### src/rtl/rx_status_pkg.sv
// ----------------------------------------------------------------------------
// rx_status_pkg
// Shared constants for the registered multi-lane PIPE RxStatus tracker:
//   - RxStatus codes (seven events plus idle)
//   - bit indices of the per-lane 7-bit event vector
//   - bit indices of the per-lane 4-bit sticky error vector
// The event vector is ordered so that bit i reports as code i+1. The
// highest set bit is therefore also the highest-priority event.
// ----------------------------------------------------------------------------
package rx_status_pkg;

    localparam int NUM_EV  = 7;
    localparam int NUM_ERR = 4;

    localparam logic [2:0] CODE_IDLE      = 3'b000;
    localparam logic [2:0] CODE_SKIP_ADD  = 3'b001;
    localparam logic [2:0] CODE_SKIP_REM  = 3'b010;
    localparam logic [2:0] CODE_RX_DET    = 3'b011;
    localparam logic [2:0] CODE_DEC_ERR   = 3'b100;
    localparam logic [2:0] CODE_OVERFLOW  = 3'b101;
    localparam logic [2:0] CODE_UNDERFLOW = 3'b110;
    localparam logic [2:0] CODE_DISP_ERR  = 3'b111;

    // Event vector bit positions (bit i <-> code i+1).
    localparam int EV_SKIP_ADD  = 0;
    localparam int EV_SKIP_REM  = 1;
    localparam int EV_RX_DET    = 2;
    localparam int EV_DEC_ERR   = 3;
    localparam int EV_OVERFLOW  = 4;
    localparam int EV_UNDERFLOW = 5;
    localparam int EV_DISP_ERR  = 6;

    // Sticky flag order, MSB first: {Disparity, underflow, overflow, Decode}.
    localparam int STK_DEC  = 0;
    localparam int STK_OVF  = 1;
    localparam int STK_UNF  = 2;
    localparam int STK_DISP = 3;

    // Code reported for event vector bit idx.
    function automatic logic [2:0] ev_code(input int idx);
        return 3'(idx + 1);
    endfunction

endpackage

### src/rtl/rx_status_lane.sv
// ----------------------------------------------------------------------------
// rx_status_lane
// One lane of the RxStatus tracker. It holds the pending event set, the
// priority encoder, the sticky error flags and the optional error counter.
//
// Optional feature macro: RX_STATUS_ERR_CNT_EN builds the saturating error
// counter. Without it err_cnt_o is tied to zero and no counter flops exist.
//
// Ports:
//   clk, rst_n     block clock, asynchronous active-low reset
//   ev_i[6:0]      one-cycle event pulses, bit i reports as code i+1
//   clear_i        synchronous clear of the sticky flags and the counter
//   rx_status_o    registered RxStatus code
//   pending_o      events remain queued after this cycle
//   lost_o         pulse: a new event merged into an identical pending one
//   err_sticky_o   {Disparity, underflow, overflow, Decode}
//   err_cnt_o      saturating count of accepted error events
// ----------------------------------------------------------------------------
module rx_status_lane
    import rx_status_pkg::*;
#(
    parameter int ERR_CNT_W = 8
) (
    input  logic                 clk,
    input  logic                 rst_n,
    input  logic [NUM_EV-1:0]    ev_i,
    input  logic                 clear_i,
    output logic [2:0]           rx_status_o,
    output logic                 pending_o,
    output logic                 lost_o,
    output logic [NUM_ERR-1:0]   err_sticky_o,
    output logic [ERR_CNT_W-1:0] err_cnt_o
);

    logic [NUM_EV-1:0]  pend_q, pend_d;
    logic [2:0]         rx_status_q, rx_status_d;
    logic               pending_q, pending_d;
    logic               lost_q, lost_d;
    logic [NUM_ERR-1:0] sticky_q, sticky_d;

    logic [NUM_EV-1:0]  merged;
    logic [NUM_EV-1:0]  sel;
    logic [NUM_ERR-1:0] err_new;

    always_comb begin
        merged = pend_q | ev_i;

        // Ascending scan: the last hit is the highest set bit.
        sel         = '0;
        rx_status_d = CODE_IDLE;
        for (int i = 0; i < NUM_EV; i++) begin
            if (merged[i]) begin
                sel         = '0;
                sel[i]      = 1'b1;
                rx_status_d = ev_code(i);
            end
        end

        pend_d    = merged & ~sel;
        pending_d = |pend_d;
        // A repeat of an event that is still waiting is folded into it.
        lost_d    = |(pend_q & ev_i);

        err_new           = '0;
        err_new[STK_DEC]  = ev_i[EV_DEC_ERR];
        err_new[STK_OVF]  = ev_i[EV_OVERFLOW];
        err_new[STK_UNF]  = ev_i[EV_UNDERFLOW];
        err_new[STK_DISP] = ev_i[EV_DISP_ERR];

        // A new error on the same edge as clear_i still sets its flag.
        sticky_d = (clear_i ? '0 : sticky_q) | err_new;
    end

    always_ff @(posedge clk or negedge rst_n) begin
        if (!rst_n) begin
            pend_q      <= '0;
            rx_status_q <= CODE_IDLE;
            pending_q   <= 1'b0;
            lost_q      <= 1'b0;
            sticky_q    <= '0;
        end else begin
            pend_q      <= pend_d;
            rx_status_q <= rx_status_d;
            pending_q   <= pending_d;
            lost_q      <= lost_d;
            sticky_q    <= sticky_d;
        end
    end

    assign rx_status_o  = rx_status_q;
    assign pending_o    = pending_q;
    assign lost_o       = lost_q;
    assign err_sticky_o = sticky_q;

`ifdef RX_STATUS_ERR_CNT_EN
    // Three guard bits hold base + 4 without wrapping, even for narrow widths.
    localparam int SUM_W = ERR_CNT_W + 3;
    localparam logic [SUM_W-1:0] CNT_MAX = {3'b000, {ERR_CNT_W{1'b1}}};

    logic [ERR_CNT_W-1:0] cnt_q, cnt_d;
    logic [SUM_W-1:0]     cnt_base;
    logic [SUM_W-1:0]     cnt_sum;

    always_comb begin
        cnt_base = clear_i ? '0 : {3'b000, cnt_q};
        cnt_sum  = cnt_base + SUM_W'(err_new[0]) + SUM_W'(err_new[1])
                            + SUM_W'(err_new[2]) + SUM_W'(err_new[3]);
        cnt_d    = (cnt_sum > CNT_MAX) ? {ERR_CNT_W{1'b1}}
                                       : cnt_sum[ERR_CNT_W-1:0];
    end

    always_ff @(posedge clk or negedge rst_n) begin
        if (!rst_n) cnt_q <= '0;
        else        cnt_q <= cnt_d;
    end

    assign err_cnt_o = cnt_q;
`else
    assign err_cnt_o = '0;
`endif

endmodule

### src/rtl/rx_status_tracker.sv
// ----------------------------------------------------------------------------
// rx_status_tracker
// Registered multi-lane PIPE RxStatus tracker. Each lane queues one-cycle
// status pulses into a pending set, reports one event per cycle in RxStatus
// priority order (111 highest, 001 lowest) and keeps sticky error flags.
//
// Optional feature macro: RX_STATUS_ERR_CNT_EN adds a per-lane saturating
// error counter on err_cnt. Without it err_cnt is constant zero.
//
// Ports (lane i occupies slice i of every per-lane bus):
//   clk, rst_n            block clock, asynchronous active-low reset
//   skip_added .. Disparity_Error   per-lane one-cycle event pulses
//   clear_i               clears sticky flags and counters on all lanes
//   rx_status[3i+2:3i]    lane i code
//   pending_o[i]          lane i has events still queued
//   lost_o[i]             lane i coalesced a repeat event this cycle
//   err_sticky[4i+3:4i]   lane i {Disparity, underflow, overflow, Decode}
//   err_cnt               lane i saturating error count, ERR_CNT_W bits
// ----------------------------------------------------------------------------
module rx_status_tracker
    import rx_status_pkg::*;
#(
    parameter int NUM_LANES = 1,
    parameter int ERR_CNT_W = 8
) (
    input  logic                           clk,
    input  logic                           rst_n,
    input  logic [NUM_LANES-1:0]           skip_added,
    input  logic [NUM_LANES-1:0]           skip_removed,
    input  logic [NUM_LANES-1:0]           receiver_detected,
    input  logic [NUM_LANES-1:0]           Decode_Error,
    input  logic [NUM_LANES-1:0]           overflow,
    input  logic [NUM_LANES-1:0]           underflow,
    input  logic [NUM_LANES-1:0]           Disparity_Error,
    input  logic                           clear_i,
    output logic [3*NUM_LANES-1:0]         rx_status,
    output logic [NUM_LANES-1:0]           pending_o,
    output logic [NUM_LANES-1:0]           lost_o,
    output logic [4*NUM_LANES-1:0]         err_sticky,
    output logic [ERR_CNT_W*NUM_LANES-1:0] err_cnt
);

    for (genvar g = 0; g < NUM_LANES; g++) begin : g_lane
        logic [NUM_EV-1:0] ev;

        assign ev[EV_SKIP_ADD]  = skip_added[g];
        assign ev[EV_SKIP_REM]  = skip_removed[g];
        assign ev[EV_RX_DET]    = receiver_detected[g];
        assign ev[EV_DEC_ERR]   = Decode_Error[g];
        assign ev[EV_OVERFLOW]  = overflow[g];
        assign ev[EV_UNDERFLOW] = underflow[g];
        assign ev[EV_DISP_ERR]  = Disparity_Error[g];

        rx_status_lane #(
            .ERR_CNT_W (ERR_CNT_W)
        ) u_lane (
            .clk          (clk),
            .rst_n        (rst_n),
            .ev_i         (ev),
            .clear_i      (clear_i),
            .rx_status_o  (rx_status[3*g +: 3]),
            .pending_o    (pending_o[g]),
            .lost_o       (lost_o[g]),
            .err_sticky_o (err_sticky[4*g +: 4]),
            .err_cnt_o    (err_cnt[ERR_CNT_W*g +: ERR_CNT_W])
        );
    end

endmodule

### config.mk
export PLATFORM = sky130hd
export DESIGN_NAME = rx_status_tracker
export DESIGN_NICKNAME = d
export VERILOG_FILES = /design/src/rtl/rx_status_pkg.sv /design/src/rtl/rx_status_lane.sv /design/src/rtl/rx_status_tracker.sv
export SDC_FILE = /design/constraint.sdc
export NUM_CORES = 1
export LEC_CHECK = 0
export BUFFER_PORTS_ARGS = -buffer_cell sky130_fd_sc_hd__buf_2
export CORE_MARGIN = 3
export CORE_UTILIZATION = 35
export DETAILED_ROUTE_END_ITERATION = 10
export PLACE_DENSITY = 0.62
export SLEW_MARGIN = 40
export SYNTH_ARGS = -nofsm -noshare
export SYNTH_HDL_FRONTEND = slang
export SYNTH_SLANG_ARGS = --single-unit
### constraint.sdc
create_clock -name clk -period 3.9 [get_ports clk]
set_input_delay 0.585 -clock clk [delete_from_list [all_inputs] [get_ports clk]]
set_output_delay 0.585 -clock clk [all_outputs]
set_load 0.01 [all_outputs]
==> impl_metrics.csv <==
group,metric,value,unit
floorplanning,dieWidth,49.9,microns
drt,wl_met1,494,microns
critical_path,cp-startpoint,"overflow",
synthesis,synth_seq_cells,15,
synthesis,yosysWarningCount,0,
sta,maxSlewViolCount,0,
critical_path,r2r-start,"g_lane[0].u_lane.pend_q[3]",
cells_and_area,instances_no_fill,106,
cells_and_area,nets,92,
sta,post-route-min-period,1710,ps
floorplanning,die-height,49.9,microns
job,max-cap-violations,0,
floorplanning,design.portCount,27,
synthesis,ys_seq_area_frac,0.558,
power_and_ir_drop,ir_worst_vdd,0.000214,V
drt,vias,470,
drt,wl_per_cell,11.0,microns
clocking,cts_tree,"built",
sta,max_freq,586,MHz
drt,via_per_inst,4.43,
cells_and_area,area_delta_synth_final,16.9,%
worst_hold_path,hold_class,"in -> async",
clocking,numCtsBuffers,3,
cells_and_area,n_fill_cell,187,
critical_path,worst-setup-path-type,"in -> reg",
synthesis,synth_edf_count,0,
cells_and_area,ff_latch_area,375,sq um
drt,post-route-drc-count,0,
global_route,antenna_found_initial,0,
drt,ant_nets,0,
global_route,grt_pass1_wl,1900,microns
sta,finalCritPeriodShare,0.437,
drt,highest_layer,"met3",
placement,dpl_worst_slack,1900,ps
floorplanning,start_util,0.382,
clocking,cts_buffer_depth,2,
global_route,grt_use_total,0.102,
cells_and_area,layout_commonest_cell,"buf_2",
drt,drt_pass1_iterations,4,
clocking,clk_latency,270,ps
synthesis,synth-adder-area-share,0.0149,
floorplanning,core_area,1760,sq um
synthesis,synth_xor_area_frac,0,
power_and_ir_drop,leakagePower,0.338,nW
drt,drt_iter0_drc,10,
synthesis,syn-cell-area,673,sq um
power_and_ir_drop,p_per_area,354,nW/um^2
synthesis,synthMuxAreaShare,0,
placement,globalplace.congestion,0.808,
clocking,htreeDepth,1,
critical_path,cp.required,4050,ps
floorplanning,die_area,2490,sq um
cells_and_area,post-route-util,0.446,
critical_path,crit_arrival,1860,ps
placement,port_buffers,18,
placement,hpwl,948,microns
sta,worst_slack,2190,ps
sta,skew,2.70,ps
synthesis,yosys.area_share.simple,0.158,
global_route,first_global_vias,425,
global_route,grt_max_degree,16,
sta,setup_violations,0,
clocking,clock_sinks,15,
clocking,holdBufCountCts,0,
synthesis,synth_compound_area_frac,0.164,
placement,dp.cells,102,
critical_path,cp-start-kind,"input pin",
critical_path,endpoint_kind,"flop",
clocking,root_buffer,"clkbuf_4",
global_route,grt.overflow.total,0,
synthesis,yosys_most_used_dff,"dfrtp_1",
synthesis,synthArstFlopShare,1.00,
sta,rsz0062_at_grt,"no",
synthesis,syn_area_per_cell,11.2,sq um
cells_and_area,multi_input_area,256,sq um
synthesis,ys_types,21,
status,status,"complete, no violations",
sta,tns,0,ps
clocking,cts_resized,0,
critical_path,crit_fanout,4,
cells_and_area,diodes,0,
clocking,clkSlewWorstSetupHoldPaths,80,ps
clocking,cts_setup_buffers,0,
drt,met2_length,589,microns
synthesis,synth_top_family_by_area,"compound AO/OA/AOI/OAI gates",
drt,dr_wl_met3,82,microns
synthesis,syn_inst,60,
cells_and_area,layout_common_cells,"18 x buf_2, 15 x dfrtp_1, 10 x nor2_1",
drt,wirelength,1170,microns
sta,finalHoldViolations,0,
floorplanning,std_cell_rows,15,
cells_and_area,final_layout_size_suffix_gt1_frac,0.309,
==> cell families (layout without fill, tap and decap cells) <==
group	count (synthesis)	in the layout
AOI/OAI and AO/OA	16	16
adders and majority gates	1	1
buffers and inverters	10	24
DFF	15	15
other	1	8
and+or+nand+nor	17	17
==> critical path, cell delays in order <==
cell	delay (ps)
buf_2	120
or4_4	560
nor4b_4	310
maj3_1	200
nand3b_1	80
==> synthesized netlist by cell type, types with 2 or more instances <==
master	instances	area, sq um
o21ai_0	2	10.0
a21o_1	3	22.5
nor2_1	10	37.5
buf_4	8	60.1
dfrtp_1	15	375
a22oi_1	3	22.5
a21oi_1	2	10.0
inv_1	2	7.51
nand3_1	2	10.0
o31ai_1	2	15.0
==> flip-flops by register name, summed over array words and instances (netlist names) <==
| name | cells |
|---|---|
| g_lane.u_lane.lost_o | 1 |
| g_lane.u_lane.rx_status_o | 3 |
| g_lane.u_lane.err_sticky_o | 4 |
| g_lane.u_lane.pending_o | 1 |
| g_lane.u_lane.pend_q | 6 |
==> routing by layer <==
metal	vias up	global-route usage
met2	13	0.163
met1	217	0.123
li1	240	-
met3	0	0.0574
met5	-	0
met4	0	0.0138
==> power breakdown <==
part	switching [mW]	internal, mW
sequential	0.00346	0.162
clock	0.0409	0.0396
combinational	0.0208	0.0119
==> per-stage QoR <==
step / hold slack (ps) / power [mW] / area [sq um]
after global routing: 201 / 0.297 / 787
after CTS: 194 / 0.285 / 787
after global placement: 455 / 0.201 / 761
final: 196 / 0.278 / 787
after floorplan: 289 / 0.190 / 699
after detailed placement: 460 / 0.201 / 761
==> path summary, 6_finish.rpt <==
| check | to | cells past startpoint | slack (ps) |
|---|---|---|---|
| max in group asynchronous | g_lane[0].u_lane.pend_q[3] | 1 | 3460 |
| hold reg to reg | g_lane[0].u_lane.err_sticky_o[2] | 1 | 480 |
| min in group clk | g_lane[0].u_lane.err_sticky_o[2] | 1 | 480 |
| setup / recovery | g_lane[0].u_lane.pending_o | 5 | 2190 |
| setup reg to reg | g_lane[0].u_lane.pending_o | 4 | 2280 |
| hold / removal | g_lane[0].u_lane.err_sticky_o[3] | 1 | 200 |
==> area by class of cell <==
cell class | count | area share
Multi-Input combinational cell | 42 | 0.326
Inverter | 2 | 0.00954
Timing Repair Buffer | 18 | 0.114
Sequential cell | 15 | 0.477
Tap cell | 25 | 0.0397
Clock buffer | 4 | 0.0334
Note: power is estimated with default switching activity, not from simulation.
